===== config.mk =====
export PLATFORM = sky130hd
export DESIGN_NAME = register_uart_tx
export DESIGN_NICKNAME = d
export VERILOG_FILES = /design/src/rtl/register_uart_tx.sv
export SDC_FILE = /design/constraint.sdc
export NUM_CORES = 1
export LEC_CHECK = 0
export ABC_AREA = 1
export CORE_MARGIN = 1
export CORE_UTILIZATION = 60
export DETAILED_ROUTE_END_ITERATION = 10
export MAX_ROUTING_LAYER = met4
export PLACE_DENSITY = 0.8
export SYNTH_ARGS = -nofsm -noshare
export SYNTH_HDL_FRONTEND = slang
export SYNTH_SLANG_ARGS = --single-unit
export TNS_END_PERCENT = 5

===== constraint.sdc =====
create_clock -name clk -period 3.4 [get_ports clk]
set_input_delay 0.34 -clock clk [delete_from_list [all_inputs] [get_ports clk]]
set_output_delay 0.34 -clock clk [all_outputs]
set_load 0.02 [all_outputs]

===== src/rtl/register_uart_tx.sv =====
// register_uart_tx
// Serial transmitter peripheral on the core's register bus. The core writes
// characters into a TX FIFO, and a shifter sends each one as a frame on tx:
// a start bit, DATA_BITS data bits (LSB first) and one stop bit. The register
// window starts at BASE_INDEX:
//   +0 DATA    write: enqueue a character (dropped and overflow set if full)
//   +1 STATUS  read: {count, 4'b0, overflow, busy, empty, full}
//              write: bit3 = 1 clears overflow
//   +2 DIVIDER read/write: clocks per bit (a write of 0 is ignored)
// Ports:
//   clk                  single clock, rising edge
//   reset                asynchronous, active-high
//   register_index       register address from the core
//   register_read        read strobe
//   register_write       write strobe, one cycle per access
//   register_write_value write data
//   register_read_value  combinational read data, 0 when not selected
//   tx                   serial output, idle high
//   tx_idle              FIFO empty and shifter idle
module register_uart_tx #(
  parameter int BASE_INDEX   = 0,
  parameter int FIFO_DEPTH   = 8,
  parameter int DATA_BITS    = 8,
  parameter int CLKS_PER_BIT = 16
) (
  input  logic        clk,
  input  logic        reset,
  input  logic [6:0]  register_index,
  input  logic        register_read,
  input  logic        register_write,
  input  logic [15:0] register_write_value,
  output logic [15:0] register_read_value,
  output logic        tx,
  output logic        tx_idle
);

  localparam int PTR_W = $clog2(FIFO_DEPTH);
  localparam int CNT_W = PTR_W + 1;

  localparam logic [6:0]       IDX_DATA   = 7'(BASE_INDEX);
  localparam logic [6:0]       IDX_STATUS = 7'(BASE_INDEX + 1);
  localparam logic [6:0]       IDX_DIV    = 7'(BASE_INDEX + 2);
  localparam logic [CNT_W-1:0] DEPTH_C    = CNT_W'(FIFO_DEPTH);
  localparam logic [CNT_W-1:0] CNT_ONE    = CNT_W'(1);
  localparam logic [PTR_W-1:0] PTR_ONE    = PTR_W'(1);
  localparam logic [3:0]       LAST_BIT   = 4'(DATA_BITS - 1);

  typedef enum logic [1:0] {
    ST_IDLE  = 2'd0,
    ST_START = 2'd1,
    ST_DATA  = 2'd2,
    ST_STOP  = 2'd3
  } state_t;

  // FIFO storage and bookkeeping
  logic [DATA_BITS-1:0] mem_r [FIFO_DEPTH];
  logic [PTR_W-1:0]     wr_ptr_r;
  logic [PTR_W-1:0]     rd_ptr_r;
  logic [CNT_W-1:0]     count_r;
  logic [CNT_W-1:0]     count_s;
  logic                 overflow_r;
  logic [15:0]          divider_r;

  // Shifter state
  state_t               state_r;
  state_t               state_s;
  logic [15:0]          div_lat_r;
  logic [15:0]          div_lat_s;
  logic [15:0]          baud_cnt_r;
  logic [15:0]          baud_cnt_s;
  logic [3:0]           bit_cnt_r;
  logic [3:0]           bit_cnt_s;
  logic [DATA_BITS-1:0] shift_r;
  logic [DATA_BITS-1:0] shift_s;
  logic                 tx_r;
  logic                 tx_s;
  logic                 tx_idle_r;
  logic                 tx_idle_s;

  // Decode and handshake signals
  logic                 sel_data_s;
  logic                 sel_status_s;
  logic                 sel_div_s;
  logic                 wr_data_s;
  logic                 fifo_full_s;
  logic                 fifo_empty_s;
  logic                 push_s;
  logic                 pop_s;
  logic                 busy_s;
  logic                 bit_end_s;
  logic [DATA_BITS-1:0] head_s;

  assign sel_data_s   = (register_index == IDX_DATA);
  assign sel_status_s = (register_index == IDX_STATUS);
  assign sel_div_s    = (register_index == IDX_DIV);
  assign wr_data_s    = register_write && sel_data_s;
  assign fifo_full_s  = (count_r == DEPTH_C);
  assign fifo_empty_s = (count_r == {CNT_W{1'b0}});
  // The full test uses the pre-edge count, so a pop in the same cycle
  // does not rescue a write to a full FIFO.
  assign push_s       = wr_data_s && !fifo_full_s;
  assign busy_s       = (state_r != ST_IDLE);
  assign head_s       = mem_r[rd_ptr_r];
  // Last clock of the current bit period, using the divider latched at frame start
  assign bit_end_s    = (baud_cnt_r == (div_lat_r - 16'd1));

  assign tx      = tx_r;
  assign tx_idle = tx_idle_r;

  // Combinational read mux so several peripherals can be OR-ed together
  always_comb begin
    register_read_value = 16'h0000;
    if (register_read) begin
      if (sel_status_s) begin
        register_read_value = {8'(count_r), 4'h0, overflow_r, busy_s, fifo_empty_s, fifo_full_s};
      end else if (sel_div_s) begin
        register_read_value = divider_r;
      end else begin
        register_read_value = 16'h0000;
      end
    end else begin
      register_read_value = 16'h0000;
    end
  end

  // FIFO data storage (no reset needed, pointers define validity)
  always_ff @(posedge clk) begin
    if (push_s) begin
      mem_r[wr_ptr_r] <= register_write_value[DATA_BITS-1:0];
    end
  end

  // Next FIFO occupancy from this cycle's push/pop
  always_comb begin
    count_s = count_r;
    case ({push_s, pop_s})
      2'b10:   count_s = count_r + CNT_ONE;
      2'b01:   count_s = count_r - CNT_ONE;
      default: count_s = count_r;
    endcase
  end

  // FIFO pointers, count, sticky overflow and divider register
  always_ff @(posedge clk or posedge reset) begin
    if (reset) begin
      wr_ptr_r   <= {PTR_W{1'b0}};
      rd_ptr_r   <= {PTR_W{1'b0}};
      count_r    <= {CNT_W{1'b0}};
      overflow_r <= 1'b0;
      divider_r  <= 16'(CLKS_PER_BIT);
    end else begin
      count_r <= count_s;
      if (push_s) begin
        wr_ptr_r <= wr_ptr_r + PTR_ONE;
      end
      if (pop_s) begin
        rd_ptr_r <= rd_ptr_r + PTR_ONE;
      end
      if (wr_data_s && fifo_full_s) begin
        overflow_r <= 1'b1;
      end else if (register_write && sel_status_s && register_write_value[3]) begin
        overflow_r <= 1'b0;
      end
      if (register_write && sel_div_s && (register_write_value != 16'h0000)) begin
        divider_r <= register_write_value;
      end
    end
  end

  // Shifter next-state, pop request and next serial output
  always_comb begin
    state_s    = state_r;
    div_lat_s  = div_lat_r;
    baud_cnt_s = baud_cnt_r;
    bit_cnt_s  = bit_cnt_r;
    shift_s    = shift_r;
    pop_s      = 1'b0;
    tx_s       = 1'b1;
    case (state_r)
      ST_IDLE: begin
        if (!fifo_empty_s) begin
          pop_s      = 1'b1;
          shift_s    = head_s;
          div_lat_s  = divider_r;
          baud_cnt_s = 16'd0;
          bit_cnt_s  = 4'd0;
          state_s    = ST_START;
        end else begin
          state_s    = ST_IDLE;
        end
      end
      ST_START: begin
        if (bit_end_s) begin
          baud_cnt_s = 16'd0;
          bit_cnt_s  = 4'd0;
          state_s    = ST_DATA;
        end else begin
          baud_cnt_s = baud_cnt_r + 16'd1;
        end
      end
      ST_DATA: begin
        if (bit_end_s) begin
          baud_cnt_s = 16'd0;
          shift_s    = {1'b0, shift_r[DATA_BITS-1:1]};
          if (bit_cnt_r == LAST_BIT) begin
            state_s   = ST_STOP;
          end else begin
            bit_cnt_s = bit_cnt_r + 4'd1;
          end
        end else begin
          baud_cnt_s = baud_cnt_r + 16'd1;
        end
      end
      ST_STOP: begin
        if (bit_end_s) begin
          baud_cnt_s = 16'd0;
          // Back-to-back frames: pop straight into the next start bit
          if (!fifo_empty_s) begin
            pop_s     = 1'b1;
            shift_s   = head_s;
            div_lat_s = divider_r;
            bit_cnt_s = 4'd0;
            state_s   = ST_START;
          end else begin
            state_s   = ST_IDLE;
          end
        end else begin
          baud_cnt_s = baud_cnt_r + 16'd1;
        end
      end
      default: begin
        state_s    = ST_IDLE;
        baud_cnt_s = 16'd0;
      end
    endcase

    case (state_s)
      ST_IDLE:  tx_s = 1'b1;
      ST_START: tx_s = 1'b0;
      ST_DATA:  tx_s = shift_s[0];
      ST_STOP:  tx_s = 1'b1;
      default:  tx_s = 1'b1;
    endcase

    tx_idle_s = (count_s == {CNT_W{1'b0}}) && (state_s == ST_IDLE);
  end

  // Shifter registers and registered serial outputs
  always_ff @(posedge clk or posedge reset) begin
    if (reset) begin
      state_r    <= ST_IDLE;
      div_lat_r  <= 16'(CLKS_PER_BIT);
      baud_cnt_r <= 16'd0;
      bit_cnt_r  <= 4'd0;
      shift_r    <= {DATA_BITS{1'b0}};
      tx_r       <= 1'b1;
      tx_idle_r  <= 1'b1;
    end else begin
      state_r    <= state_s;
      div_lat_r  <= div_lat_s;
      baud_cnt_r <= baud_cnt_s;
      bit_cnt_r  <= bit_cnt_s;
      shift_r    <= shift_s;
      tx_r       <= tx_s;
      tx_idle_r  <= tx_idle_s;
    end
  end

endmodule


==> metrics.cfg <==
[timing]
setup_viol = 0
min_period_over_period_pct = 90.4
setup_tns_ns = 0
period_needed_ns = 3.07
fmax_mhz = 325
hold_viol = 0
max_slew_margin_pct = 50.0
slew_violations = 0
rsz0062_at_grt = false
finalWorstSetupSlack_ns = 0.327
hold_slack_ns = 0.355
worst_pin_slew_ns = 0.742
clock_skew_ns = 0.00683

[critical_path]
r2r_slack_ns = 0.33
slowest_delay_ns = 0.39
crit_type = reg2reg
worst_ep_required_time_ns = 3.76
rr_startpoint = div_lat_r[0]
arrival_ns = 3.43
crit_path_frequent_cell = nand2_1
reg2reg_depth = 20
critical_path_cell_count = 20
r2r-end = tx_idle
crit_family = simple AND/OR/NAND/NOR gates
crit_chain = inv_2, ha_1, nand2_2, nor2_4, nand2_1, nand2_1, nand2_1, nor2_1, nand2_1, nor2_2, nand3_1, nand2_2, nand2_1, inv_1, ha_1, inv_1, o21ai_0, nor3b_1, nand3_1, nor2_2
worstSetupEndpoint = tx_idle
crit_path_start_kind = flop
cp_slowest_cell = dfrtp_1
path_max_fanout = 7
worst-path-buf-inv = 3
end_kind = flop
startpoint = div_lat_r[0]

[outcome]
violations = design-rule violations
status = finished with violations

[yosys]
synth_top_area_share_pct = 26.6
synth.largest_area_cell = edfxtp_1
synth.distinct_cells = 43
ys_ff_latch = 139
post_synth.cell_area_avg_um2 = 8.83
syn_nets = 862
synth_cells = 819
synth_area_leaders = edfxtp_1 27%, dfrtp_1 25%, nand2_1 8.3%
synthArstFlopShare_pct = 54.0
ys_warn_count = 0
yosys-top-cells-count = 160 x nand2_1, 103 x inv_1, 87 x o21ai_0
syn_area_mm2 = 0.00723
synth_most_common_cell = nand2_1
ys.flop_type = dfrtp_1
ys_seq_area_share_pct = 52.6
synth_edf_count = 64

[clocking]
postCtsSetupRepairBufs = 0
cts_tree = yes
cts_made_buffers = 17
clock_latency_ns = 0.42
clkSinkCount = 139
root_buffer = clkbuf_16
path_clk_slew_ns = 0.06
ctsHoldBuffers = 0
ctsHtreeMaxLevel = 4
cts_buffer_depth = 2
cts_resized = 0

[floorplan]
ios = 45
die_area_mm2 = 0.0125
core_area_mm2 = 0.0116
die_height_um = 112
rows = 39
dieWidth_um = 112
start_util_pct = 62.5

[global_route]
grt_first_pass_wirelength_mm = 29.1
grt_pass1_vias = 5879
grt_max_degree = 44
grt_use_total_pct = 31.7
overflow = 0
antenna_found_initial = 0

[place]
dpl.cell_count = 1000
place_ws_ns = 0.372
dp_hpwl_mm = 13.0
numPortBuffers = 44
gp_congestion = 0.898

[hold_path]
hold_class = in2async

[routing]
finalWirelength_mm = 18.1
routed-via-count = 6033
drc = 2
vias_per_cell = 5.85
drt.antenna.violating_nets = 0
wl_per_cell_um = 17.5
first_pass_iters = 9
drtIter0Drc = 506

[finish]
stdcell_count = 1032
num_antenna_cells = 0
final_core_utilization_pct = 74.0
area_delta_synth_final_pct = 18.3
drive_gt1_share_pct = 10.3
fill_cells = 832
nNetsFinal = 919

[run]
cap_viol_max_count = 0

[power_and_ir_drop]
cellLeakagePower_nw = 3.68
vdd_ir_drop_max_mv = 0.313
p_per_area_mw_per_mm2 = 472

-- stage by stage --
step,power (W),cell area (um^2)
after floorplan,0.00192,7230
after global placement,0.00200,7890
after detailed placement,0.00201,7890
after CTS,0.00405,8550
after global routing,0.00414,8550
final,0.00404,8550
-- worst min path at each step --
stage / startpoint / endpoint / slack, ns / cells past startpoint
finish: reset / count_r[2] / 0.35 / 2
global route: reset / bit_cnt_r[0] / 0.40 / 2
CTS: reset / state_r[0] / 0.36 / 2
detailed placement: divider_r[7] / divider_r[7] / 0.48 / 2
global placement: divider_r[15] / divider_r[15] / 0.47 / 2
floorplan: register_write_value[0] / mem_r[0][0] / 0.44 / 0
-- sequential cells by signal (all words and copies together) (netlist names) --
signal      cells
div_lat_r      16
count_r         4
shift_r         8
divider_r      16
tx_idle         1
bit_cnt_r       4
tx              1
baud_cnt_r     16
mem_r          64
wr_ptr_r        3
overflow_r      1
rd_ptr_r        3
state_r         2
-- area by class of cell --
| class | instances | area, um^2 | area share (%) |
|---|---|---|---|
| flip-flops and latches | 139 | 3800 | 44.5 |
| clock buffers | 22 | 474 | 5.54 |
| repair buffers | 62 | 588 | 6.87 |
| well taps | 143 | 179 | 2.09 |
| clock inverters | 10 | 186 | 2.18 |
| inverters | 107 | 402 | 4.70 |
| multi-input cells | 549 | 2920 | 34.2 |
-- placed cells by master, fill, tap and decap left out, drive strengths merged, types with 2 or more instances in the layout --
cell type / n
nand2: 172
inv: 107
nor2: 95
o21ai: 88
dfrtp: 71
edfxtp: 64
clkdlybuf4s50: 44
nand3: 34
o22ai: 29
a21oi: 26
clkbuf: 22
xor2: 18
buf: 18
ha: 16
nor3: 16
nand4: 10
xnor2: 8
o31ai: 8
o32ai: 6
bufinv: 5
dfstp: 4
nor4: 4
clkinv: 4
nand3b: 3
o211ai: 3
mux2: 3
nor3b: 2
o21a: 2
-- worst reg2reg max path: stages (launching register included) --
cell	delay, ns
dfrtp_1	0.39
inv_2	0.10
ha_1	0.21
nand2_2	0.14
nor2_4	0.20
nand2_1	0.07
nand2_1	0.08
nand2_1	0.05
nor2_1	0.09
nand2_1	0.06
nor2_2	0.19
nand3_1	0.11
nand2_2	0.15
nand2_1	0.10
inv_1	0.15
ha_1	0.29
inv_1	0.12
o21ai_0	0.11
nor3b_1	0.19
nand3_1	0.11
nor2_2	0.11
-- per-layer routing --
| layer | global-route usage [%] | vias up | share of wire [%] |
|---|---|---|---|
| met5 | - | - | 0 |
| met1 | 40.6 | 2892 | 43 |
| met3 | 7.29 | 30 | 6.9 |
| met4 | 13.1 | 0 | 2.4 |
| li1 | - | 2857 | - |
| met2 | 49.0 | 254 | 48 |
-- report_power, final --
| group | internal (W) | leakage (nW) | switching [W] | total [W] |
|---|---|---|---|---|
| clock network | 0.00136 | 0.321 | 0.000696 | 0.00206 |
| registers | 0.00179 | 1.55 | 0.0000238 | 0.00181 |
| logic | 0.0000616 | 1.81 | 0.000109 | 0.000171 |
-- kinds of logic after synthesis --
group,share of synthesized area (%)
buffers and inverters,7.09
xor gates and xnor gates,3.15
DFF,52.6
adders and majority gates,2.77
AOI/OAI and AO/OA,13.0
and+or+nand+nor,21.0
muxes,0.467
No activity file was read; power rests on OpenSTA's default activity.
